<file path="config.mk">
export PLATFORM = sky130hd
export DESIGN_NAME = axi_xbar_map_ctrl
export DESIGN_NICKNAME = d
export VERILOG_FILES = /design/src/rtl/axi_xbar_map_ctrl_pkg.sv /design/src/rtl/axi_xbar_map_ctrl_port.sv /design/src/rtl/axi_xbar_map_ctrl.sv
export SDC_FILE = /design/constraint.sdc
export NUM_CORES = 1
export LEC_CHECK = 0
export BUFFER_PORTS_ARGS = -buffer_cell sky130_fd_sc_hd__buf_2
export CORE_AREA = 2 2 373 375
export CTS_CLUSTER_SIZE = 40
export DETAILED_ROUTE_END_ITERATION = 8
export DIE_AREA = 0 0 375 377
export PLACE_DENSITY_LB_ADDON = 0.12
export SLEW_MARGIN = 20
export SYNTH_ARGS = -nofsm -noshare
export SYNTH_HDL_FRONTEND = slang
export SYNTH_HIERARCHICAL = 1
export SYNTH_SLANG_ARGS = --single-unit
</file>
<file path="constraint.sdc">
create_clock -name clk_i -period 3.5 [get_ports clk_i]
set_input_delay 0.175 -clock clk_i [delete_from_list [all_inputs] [get_ports clk_i]]
set_output_delay 0.175 -clock clk_i [all_outputs]
set_load 0.02 [all_outputs]
</file>
<file path="src/rtl/axi_xbar_map_ctrl_pkg.sv">
// Shared types for the crossbar address-map controller.
//   rule_t : one address-map rule {idx, start_addr, end_addr}
//   req_t  : slave-port request bundle (AW, W, B-ready, AR, R-ready)
//   resp_t : slave-port response bundle (AW/AR/W ready, B, R)
//   idx_width() : width of a rule index for a given rule count
package axi_xbar_map_ctrl_pkg;

    typedef struct packed {
        logic [31:0] idx;
        logic [63:0] start_addr;
        logic [63:0] end_addr;
    } rule_t;

    typedef struct packed {
        logic [5:0]  aw_id;
        logic [63:0] aw_addr;
        logic [7:0]  aw_len;
        logic        aw_valid;
        logic [63:0] w_data;
        logic        w_last;
        logic        w_valid;
        logic        b_ready;
        logic [5:0]  ar_id;
        logic [63:0] ar_addr;
        logic [7:0]  ar_len;
        logic        ar_valid;
        logic        r_ready;
    } req_t;

    typedef struct packed {
        logic        aw_ready;
        logic        ar_ready;
        logic        w_ready;
        logic [5:0]  b_id;
        logic [1:0]  b_resp;
        logic        b_valid;
        logic [5:0]  r_id;
        logic [63:0] r_data;
        logic [1:0]  r_resp;
        logic        r_last;
        logic        r_valid;
    } resp_t;

    function automatic int unsigned idx_width(input int unsigned n);
        return (n > 1) ? $clog2(n) : 1;
    endfunction

endpackage

</file>
<file path="src/rtl/axi_xbar_map_ctrl_port.sv">
// Per-slave-port transaction tracker and AW/AR gate.
//   clk_i, rst_ni  : clock, async active-low reset
//   block_i        : controller requests that new AW/AR be held off
//   slv_req_i/slv_resp_o   : upstream side
//   xbar_req_o/xbar_resp_i : crossbar side
//   idle_o         : no outstanding reads/writes and no pending AW/AR
module axi_xbar_map_ctrl_port
    import axi_xbar_map_ctrl_pkg::*;
#(
    parameter int unsigned MaxTxns = 8
) (
    input  logic  clk_i,
    input  logic  rst_ni,
    input  logic  block_i,
    input  req_t  slv_req_i,
    output resp_t slv_resp_o,
    output req_t  xbar_req_o,
    input  resp_t xbar_resp_i,
    output logic  idle_o
);

    localparam int unsigned CntW = $clog2(MaxTxns + 1);
    localparam logic [CntW-1:0] CntMax = CntW'(MaxTxns);

    logic [CntW-1:0] wr_cnt, rd_cnt;
    logic            aw_pend, ar_pend;
    logic            aw_gate, ar_gate;
    logic            aw_hs, ar_hs, b_hs, rlast_hs;

    // A channel whose valid is already presented to the crossbar is never
    // gated, so valid stays stable until the handshake completes.
    assign aw_gate = ~aw_pend & (block_i | (wr_cnt == CntMax));
    assign ar_gate = ~ar_pend & (block_i | (rd_cnt == CntMax));

    always_comb begin
        xbar_req_o          = slv_req_i;
        xbar_req_o.aw_valid = slv_req_i.aw_valid & ~aw_gate;
        xbar_req_o.ar_valid = slv_req_i.ar_valid & ~ar_gate;
        slv_resp_o          = xbar_resp_i;
        slv_resp_o.aw_ready = xbar_resp_i.aw_ready & ~aw_gate;
        slv_resp_o.ar_ready = xbar_resp_i.ar_ready & ~ar_gate;
    end

    assign aw_hs    = xbar_req_o.aw_valid & xbar_resp_i.aw_ready;
    assign ar_hs    = xbar_req_o.ar_valid & xbar_resp_i.ar_ready;
    assign b_hs     = xbar_resp_i.b_valid & slv_req_i.b_ready;
    assign rlast_hs = xbar_resp_i.r_valid & slv_req_i.r_ready & xbar_resp_i.r_last;

    always_ff @(posedge clk_i or negedge rst_ni) begin
        if (!rst_ni) begin
            wr_cnt  <= '0;
            rd_cnt  <= '0;
            aw_pend <= 1'b0;
            ar_pend <= 1'b0;
        end else begin
            if (aw_hs && !b_hs)
                wr_cnt <= wr_cnt + 1'b1;
            else if (!aw_hs && b_hs)
                wr_cnt <= wr_cnt - 1'b1;
            if (ar_hs && !rlast_hs)
                rd_cnt <= rd_cnt + 1'b1;
            else if (!ar_hs && rlast_hs)
                rd_cnt <= rd_cnt - 1'b1;
            aw_pend <= xbar_req_o.aw_valid & ~xbar_resp_i.aw_ready;
            ar_pend <= xbar_req_o.ar_valid & ~xbar_resp_i.ar_ready;
        end
    end

    assign idle_o = (wr_cnt == '0) & (rd_cnt == '0) & ~aw_pend & ~ar_pend;

endmodule

</file>
<file path="src/rtl/axi_xbar_map_ctrl.sv">
// Run-time address-map controller for the AXI crossbar.
// Holds a shadow map written through a config port and copies it into the
// active map only after every slave port has drained.
//   clk_i, rst_ni               : clock, async active-low reset
//   slv_reqs_i/slv_resps_o      : upstream side of each slave port
//   xbar_reqs_o/xbar_resps_i    : crossbar side of each slave port
//   cfg_req_i/cfg_gnt_o/cfg_idx_i/cfg_rule_i : shadow rule write
//   cfg_commit_i                : request shadow-to-active swap
//   addr_map_o                  : active map to the crossbar
//   busy_o, commit_done_o       : status
module axi_xbar_map_ctrl
    import axi_xbar_map_ctrl_pkg::*;
#(
    parameter int unsigned NoSlvPorts  = 1,
    parameter int unsigned NoAddrRules = 1,
    parameter int unsigned MaxTxns     = 8,
    parameter rule_t [NoAddrRules-1:0] ResetMap = '0
) (
    input  logic                                 clk_i,
    input  logic                                 rst_ni,
    input  req_t  [NoSlvPorts-1:0]               slv_reqs_i,
    output resp_t [NoSlvPorts-1:0]               slv_resps_o,
    output req_t  [NoSlvPorts-1:0]               xbar_reqs_o,
    input  resp_t [NoSlvPorts-1:0]               xbar_resps_i,
    input  logic                                 cfg_req_i,
    output logic                                 cfg_gnt_o,
    input  logic [idx_width(NoAddrRules)-1:0]    cfg_idx_i,
    input  rule_t                                cfg_rule_i,
    input  logic                                 cfg_commit_i,
    output rule_t [NoAddrRules-1:0]              addr_map_o,
    output logic                                 busy_o,
    output logic                                 commit_done_o
);

    typedef enum logic [1:0] {IDLE, DRAIN, SWAP} state_e;

    state_e                  state, state_next;
    rule_t [NoAddrRules-1:0] shadow, active;
    logic  [NoSlvPorts-1:0]  port_idle;
    logic                    block;
    logic                    idx_ok;

    assign block = (state != IDLE);

    for (genvar p = 0; p < NoSlvPorts; p++) begin : g_port
        axi_xbar_map_ctrl_port #(
            .MaxTxns(MaxTxns)
        ) u_port (
            .clk_i      (clk_i),
            .rst_ni     (rst_ni),
            .block_i    (block),
            .slv_req_i  (slv_reqs_i[p]),
            .slv_resp_o (slv_resps_o[p]),
            .xbar_req_o (xbar_reqs_o[p]),
            .xbar_resp_i(xbar_resps_i[p]),
            .idle_o     (port_idle[p])
        );
    end

    always_comb begin
        state_next = state;
        case (state)
            IDLE:    if (cfg_commit_i) state_next = DRAIN;
            DRAIN:   if (&port_idle) state_next = SWAP;
            SWAP:    state_next = IDLE;
            default: state_next = IDLE;
        endcase
    end

    // Writes are accepted only in IDLE; an index beyond the map is granted
    // but has no effect.
    assign cfg_gnt_o     = cfg_req_i & (state == IDLE);
    assign idx_ok        = 32'(cfg_idx_i) < NoAddrRules;
    assign busy_o        = (state != IDLE);
    assign commit_done_o = (state == SWAP);
    assign addr_map_o    = active;

    always_ff @(posedge clk_i or negedge rst_ni) begin
        if (!rst_ni) begin
            state  <= IDLE;
            shadow <= ResetMap;
            active <= ResetMap;
        end else begin
            state <= state_next;
            if (cfg_gnt_o && idx_ok)
                shadow[cfg_idx_i] <= cfg_rule_i;
            if (state == SWAP)
                active <= shadow;
        end
    end

endmodule
</file>
Yosys cells after proc, flatten, opt, wreduce, memory -nomap -nowiden
Cells that the tools add are included.

Bits in registers: 332. Input port bits: 477. Output and inout port bits: 475. Logic and storage cells: 75.

Add/subtract/negate cells: 4. Order comparisons: 3. Eq/ne operators: 6. Muxes and demuxes: 9. Bitwise logic cells: 25. Reduce and logical (&&, ||, !) cells: 17.

Operator list (number): $bwmux 160 (1); $mux 160 (1); $and 1x1->1 (17); $mux 4 (4); $add 4x1->4 const B (2); $eq 4x4->1 const B (2); $logic_not 4->1 (2); $sub 4x1->4 const B (2); $logic_and 1x1->1 (6); $not 1->1 (6); $reduce_bool 2->1 (3); $logic_not 1->1 (4); $mux 2 (2); $pmux 2 s2 (1); $eq 2x1->1 const B (1); $eq 2x2->1 const B (1); $logic_not 2->1 (1); $lt 1x1->1 const B (2); $ne 2x1->1 const B (1); $ne 2x2->1 const B (1); $or 1x1->1 (2); $reduce_and 2->1 (1); $ge 1x1->1 const B (1).

Longest topological paths before layout
Depth after elaboration: 10. Gate-level depth with buffers: 9. Mapped depth without buffers: 9.

Modules after synthesis
The synthesis kept the hierarchy.

Modules (own cells, without submodules): axi_xbar_map_ctrl (times used 1, cells an instance 686, area each 11961.5 um2, sequential area each 8057.7 um2); axi_xbar_map_ctrl_port (times used 1, cells an instance 384, area each 3088.0 um2, sequential area each 250.2 um2).

Worst setup path before layout
OpenSTA, ideal clock, no wires.

Path kind: reg-to-reg. Start point: register state[0]. End point: register g_port[0].u_port.rd_cnt[3]. Setup time: 0.129 ns. Arrival: 2.494 ns. Slack: 0.877 ns. Cell stages (with the launch flop): 10. Path buffers: 0. Clock period less this slack: 2.623 ns. Cells stage by stage: dfrtp_1 or2_2 o21bai_1 and3_1 ha_1 inv_1 ha_1 or4_4 o211ai_2 o211ai_2.

Cells in the longest elaborated chain, start to end: 9. Elaborated cells between the ends (all ways): 11. Those cells by class: mux: 1; bitwise: 5; reduce/logical: 5.

RTL lines: start, declared (RTL line axi_xbar_map_ctrl.sv:37) `state_e state, state_next;`; start signal, assigned (RTL line axi_xbar_map_ctrl.sv:84) `state <= state_next;`; $reduce_bool 2->1 (*); named net busy_o (RTL line axi_xbar_map_ctrl.sv:31) `output logic busy_o,`; $or 1x1->1 (*) (RTL line axi_xbar_map_ctrl_port.sv:33) `assign ar_gate = ~ar_pend & (block_i | (rd_cnt == CntMax));`; $and 1x1->1 (*) (RTL line axi_xbar_map_ctrl_port.sv:33); $not 1->1 (*) (RTL line axi_xbar_map_ctrl_port.sv:38) `xbar_req_o.ar_valid = slv_req_i.ar_valid & ~ar_gate;`; $and 1x1->1 (*) (RTL line axi_xbar_map_ctrl_port.sv:38); $and 1x1->1 (*) (RTL line axi_xbar_map_ctrl_port.sv:45) `assign ar_hs = xbar_req_o.ar_valid & xbar_resp_i.ar_ready;`; $logic_not 1->1 (RTL line axi_xbar_map_ctrl_port.sv:62) `else if (!ar_hs && rlast_hs)`; $logic_and 1x1->1 (RTL line axi_xbar_map_ctrl_port.sv:62); $reduce_bool 2->1 (no source line); end signal, assigned (RTL line axi_xbar_map_ctrl_port.sv:61) `rd_cnt <= rd_cnt + 1'b1;`; end signal, assigned (RTL line axi_xbar_map_ctrl_port.sv:63) `rd_cnt <= rd_cnt - 1'b1;`; end, declared (RTL line axi_xbar_map_ctrl_port.sv:25) `logic [CntW-1:0] wr_cnt, rd_cnt;`.

Mark *: on every way through the listed nets, which the timed path passes. The rest lies on a longest branch. A chain may end at the register's enable or synchronous reset.

Worst setup path after layout
Start point: register state[1]. End point: register g_port[0].u_port.rd_cnt[3].

Cells in the longest elaborated chain, start to end: 9. Elaborated cells between the ends (all ways): 11. Those cells by class: mux: 1; bitwise: 5; reduce/logical: 5.

RTL lines: $reduce_bool 2->1 (*) (RTL line axi_xbar_map_ctrl.sv:43) `assign block = (state != IDLE);`; $or 1x1->1 (*) (RTL line axi_xbar_map_ctrl_port.sv:33); $and 1x1->1 (*) (RTL line axi_xbar_map_ctrl_port.sv:33); $not 1->1 (*) (RTL line axi_xbar_map_ctrl_port.sv:38); $and 1x1->1 (*) (RTL line axi_xbar_map_ctrl_port.sv:38); $and 1x1->1 (*) (RTL line axi_xbar_map_ctrl_port.sv:45); $logic_not 1->1 (RTL line axi_xbar_map_ctrl_port.sv:62); $logic_and 1x1->1 (RTL line axi_xbar_map_ctrl_port.sv:62); $reduce_bool 2->1 (no source line).

Every way passes the cells marked *; elsewhere a longest branch is shown, timed or not.

==> flow_metrics.py <==
metrics = {
    "floorplanning": {
        "floorplan.die_area_um2": 141000,
        "initial_core_util_pct": 11.0,
        "floorplan.rows": 136,
        "io-pin-count": 952,
        "die_h_um": 377,
        "design.core.area_um2": 137000,
        "die_width_um": 375,
    },
    "synthesis": {
        "syn-cell-area_um2": 15000,
        "synthesis.instances": 1070,
        "synth_async_sr_flop_share_pct": 100,
        "synthesis.area_per_instance_um2": 14.1,
        "synthesized_flop_and_latch_total": 332,
        "synth.distinct_cells": 33,
        "synth_seq_area_share_pct": 55.2,
        "syn-num-nets": 1555,
        "edff_count_synth": 0,
        "ys_warn_count": 6,
        "synthFlopType": "dfrtp_1",
    },
    "timing": {
        "transition_time_at_the_pin_with_the_least_slew_margin_ps": 871,
        "period_needed_ps": 2960,
        "hold-worst-slack_ps": 206,
        "timing_hold_violations_final": 0,
        "relSlewSlack_pct": 41.9,
        "timing.final.max_slew_violations": 0,
        "clock.fmax_mhz": 338,
        "tns_ps": 0,
        "report.final.setup_viol": 0,
        "rsz_0062_raised_after_global_routing": "false",
        "period_share_pct": 84.6,
        "clock-skew-final_ps": 21.4,
    },
    "power": {
        "irDropWorstVdd_mv": 0.324,
        "static-leakage-power_nw": 9.41,
        "totalPowerFinal_w": 0.0157,
        "power_per_cell_area_nw_per_um2": 779,
    },
    "worst_setup_path": {
        "crit_path_max_fanout": 6,
        "timing.rr.start": "state[1]",
        "worstSetupStartpointType": "flop",
        "r2r.worst_path.cells": 9,
        "worst-setup-path-type": "flop to flop",
        "setup.reg_to_reg.worst_slack_ps": 540,
        "critical_path.endpoint_type": "flop",
        "worstReg2RegEnd": "g_port[0].u_port/rd_cnt[3]",
        "required_ps": 3980,
        "critical_path_arrival_ps": 3440,
    },
    "routing": {
        "drt_wl_total_mm": 45.3,
        "detail_route.wl_per_cell_um": 14.4,
        "drt_pass1_iterations": 4,
        "route.detailed.drc": 0,
        "first_iter_violations": 181,
        "antenna_violating_nets_post_route": 0,
        "routed_via_count": 8741,
        "drt-vias-per-instance": 2.79,
    },
    "global_routing": {
        "grt_remaining_overflow": 0,
        "antenna_found_initial": 4,
        "wire_length_of_the_first_global_routing_pass_mm": 66.6,
        "globalRouteMet3Util_pct": 4.07,
        "grt.met2_usage_pct": 9.20,
        "global_route.usage.met1_pct": 7.14,
        "top_usage_layer": "met2",
        "first_global_vias": 9972,
        "gr-usage-all-layers_pct": 6.30,
        "grt_max_degree": 96,
    },
    "clocking": {
        "tritoncts_clock_tree": "yes",
        "cts.repair_timing.setup_buffer_count": 0,
        "cts_buffer_depth": 3,
        "cts_inserted_buffers": 49,
        "h-tree-depth": 2,
        "clock_latency_ps": 620,
        "cts.sink_count": 332,
        "post_cts_resize_count": 0,
        "cts.root.buffer_cell": "clkbuf_16",
        "clkSlewWorstSetupHoldPaths_ps": 60,
        "postCtsHoldBufs": 166,
    },
    "layout": {
        "fin_nets": 1786,
        "layout_commonest_cell": "buf_2",
        "drive_above_1_share_pct": 49.9,
        "areaGrowthSynthToFinish_pct": 33.7,
        "layout.cells.most_common_list": "344 x buf_2, 332 x dfrtp_1, 222 x mux2_2",
        "fillerInstances": 15300,
        "post-route-util_pct": 14.7,
    },
    "place": {
        "gp_congestion": 0.669,
        "numPortBuffers": 345,
        "detailed_place_hpwl_mm": 31.0,
    },
    "job": {
        "max_cap_check_violation_count": 0,
    },
    "outcome": {
        "outcome": "complete, no violations",
    },
    "min_path": {
        "min-delay-path-class": "primary input to async pin",
    },
}
==> kinds of logic (layout without fill, tap and decap cells) <==
group	count (synthesis)	in the layout	synth area share, %
and+or+nand+nor	39	39	1.66
muxes	324	324	24.2
buffers and inverters	348	619	17.1
xor gates and xnor gates	4	4	0.233
adders and majority gates	8	8	0.765
AOI/OAI and AO/OA	15	15	0.815
other	0	1	0
DFF	332	332	55.2
==> synthesized netlist by cell type (3+ instances only) <==
cell,number,area [µm²]
dfrtp_1,332,8310
buf_4,309,2320
mux2_2,222,2500
mux2_1,100,1130
buf_2,24,120
buf_6,10,113
ha_1,6,75.1
nand2_1,6,22.5
a21oi_1,5,25.0
nand3_1,5,25.0
and2_1,4,25.0
o211ai_2,4,50.1
xnor2_1,4,35.0
and3b_1,3,26.3
inv_1,3,11.3
nand2b_1,3,18.8
nor3_1,3,15.0
==> worst max-delay path, cell delays in order (launching register included) <==
cell      delay (ps)
dfrtp_1          460
or2_2            380
o21bai_1         280
and3_1           210
ha_1             280
inv_1            140
ha_1             370
or4_4            540
o211ai_2          90
o211ai_2          90
==> registers in the layout (all words and copies together), names as in the netlist <==
| register | count |
|---|---|
| addr_map_o | 160 |
| shadow | 160 |
| g_port.u_port/rd_cnt | 4 |
| g_port.u_port/wr_cnt | 4 |
| state | 2 |
| g_port.u_port/ar_pend | 1 |
| g_port.u_port/aw_pend | 1 |
==> cell type report <==
type / instances / area (µm²) / share of cell area [%]
sequential: 332 / 8310 / 41.3
multi-input combinational: 390 / 4190 / 20.8
inverter: 4 / 15.0 / 0.0746
clock buffer: 70 / 1410 / 6.99
clock inverter: 21 / 372 / 1.85
timing repair buffer: 524 / 3580 / 17.8
antenna: 1 / 2.50 / 0.0124
tap: 1794 / 2240 / 11.2
==> where the power goes <==
part,internal (W),total (W),switching (W),leakage [nW]
logic,0.00190,0.00401,0.00211,4.25
clock network,0.00346,0.00541,0.00195,0.863
registers,0.00547,0.00626,0.000792,4.29
==> layer usage <==
layer | vias up | wire [µm]
met5 | - | 207
li1 | 3789 | -
met4 | 6 | 1510
met1 | 4365 | 18000
met2 | 468 | 19300
met3 | 113 | 6170
==> how the worst max path moves through the flow <==
stage	slack, ps	end	start	cells past startpoint
after CTS	520	g_port[0].u_port/rd_cnt[3]	state[1]	9
after global routing	370	g_port[0].u_port/rd_cnt[3]	state[1]	9
final	540	g_port[0].u_port/rd_cnt[3]	state[1]	9
after global placement	720	g_port[0].u_port/rd_cnt[3]	state[1]	9
after detailed placement	550	g_port[0].u_port/rd_cnt[3]	state[1]	9
after floorplan	880	g_port[0].u_port/rd_cnt[3]	state[0]	9
==> through the flow <==
| step | setup slack [ps] | cell area, µm² | cells |
|---|---|---|---|
| global route | 374 | 20100 | 3136 |
| floorplan | 877 | 15000 | 1070 |
| finish | 540 | 20100 | 3136 |
| detailed placement | 553 | 16700 | 2878 |
| CTS | 524 | 20100 | 3135 |
| global placement | 719 | 16700 | 2878 |
No activity file was read; power rests on OpenSTA's default activity.
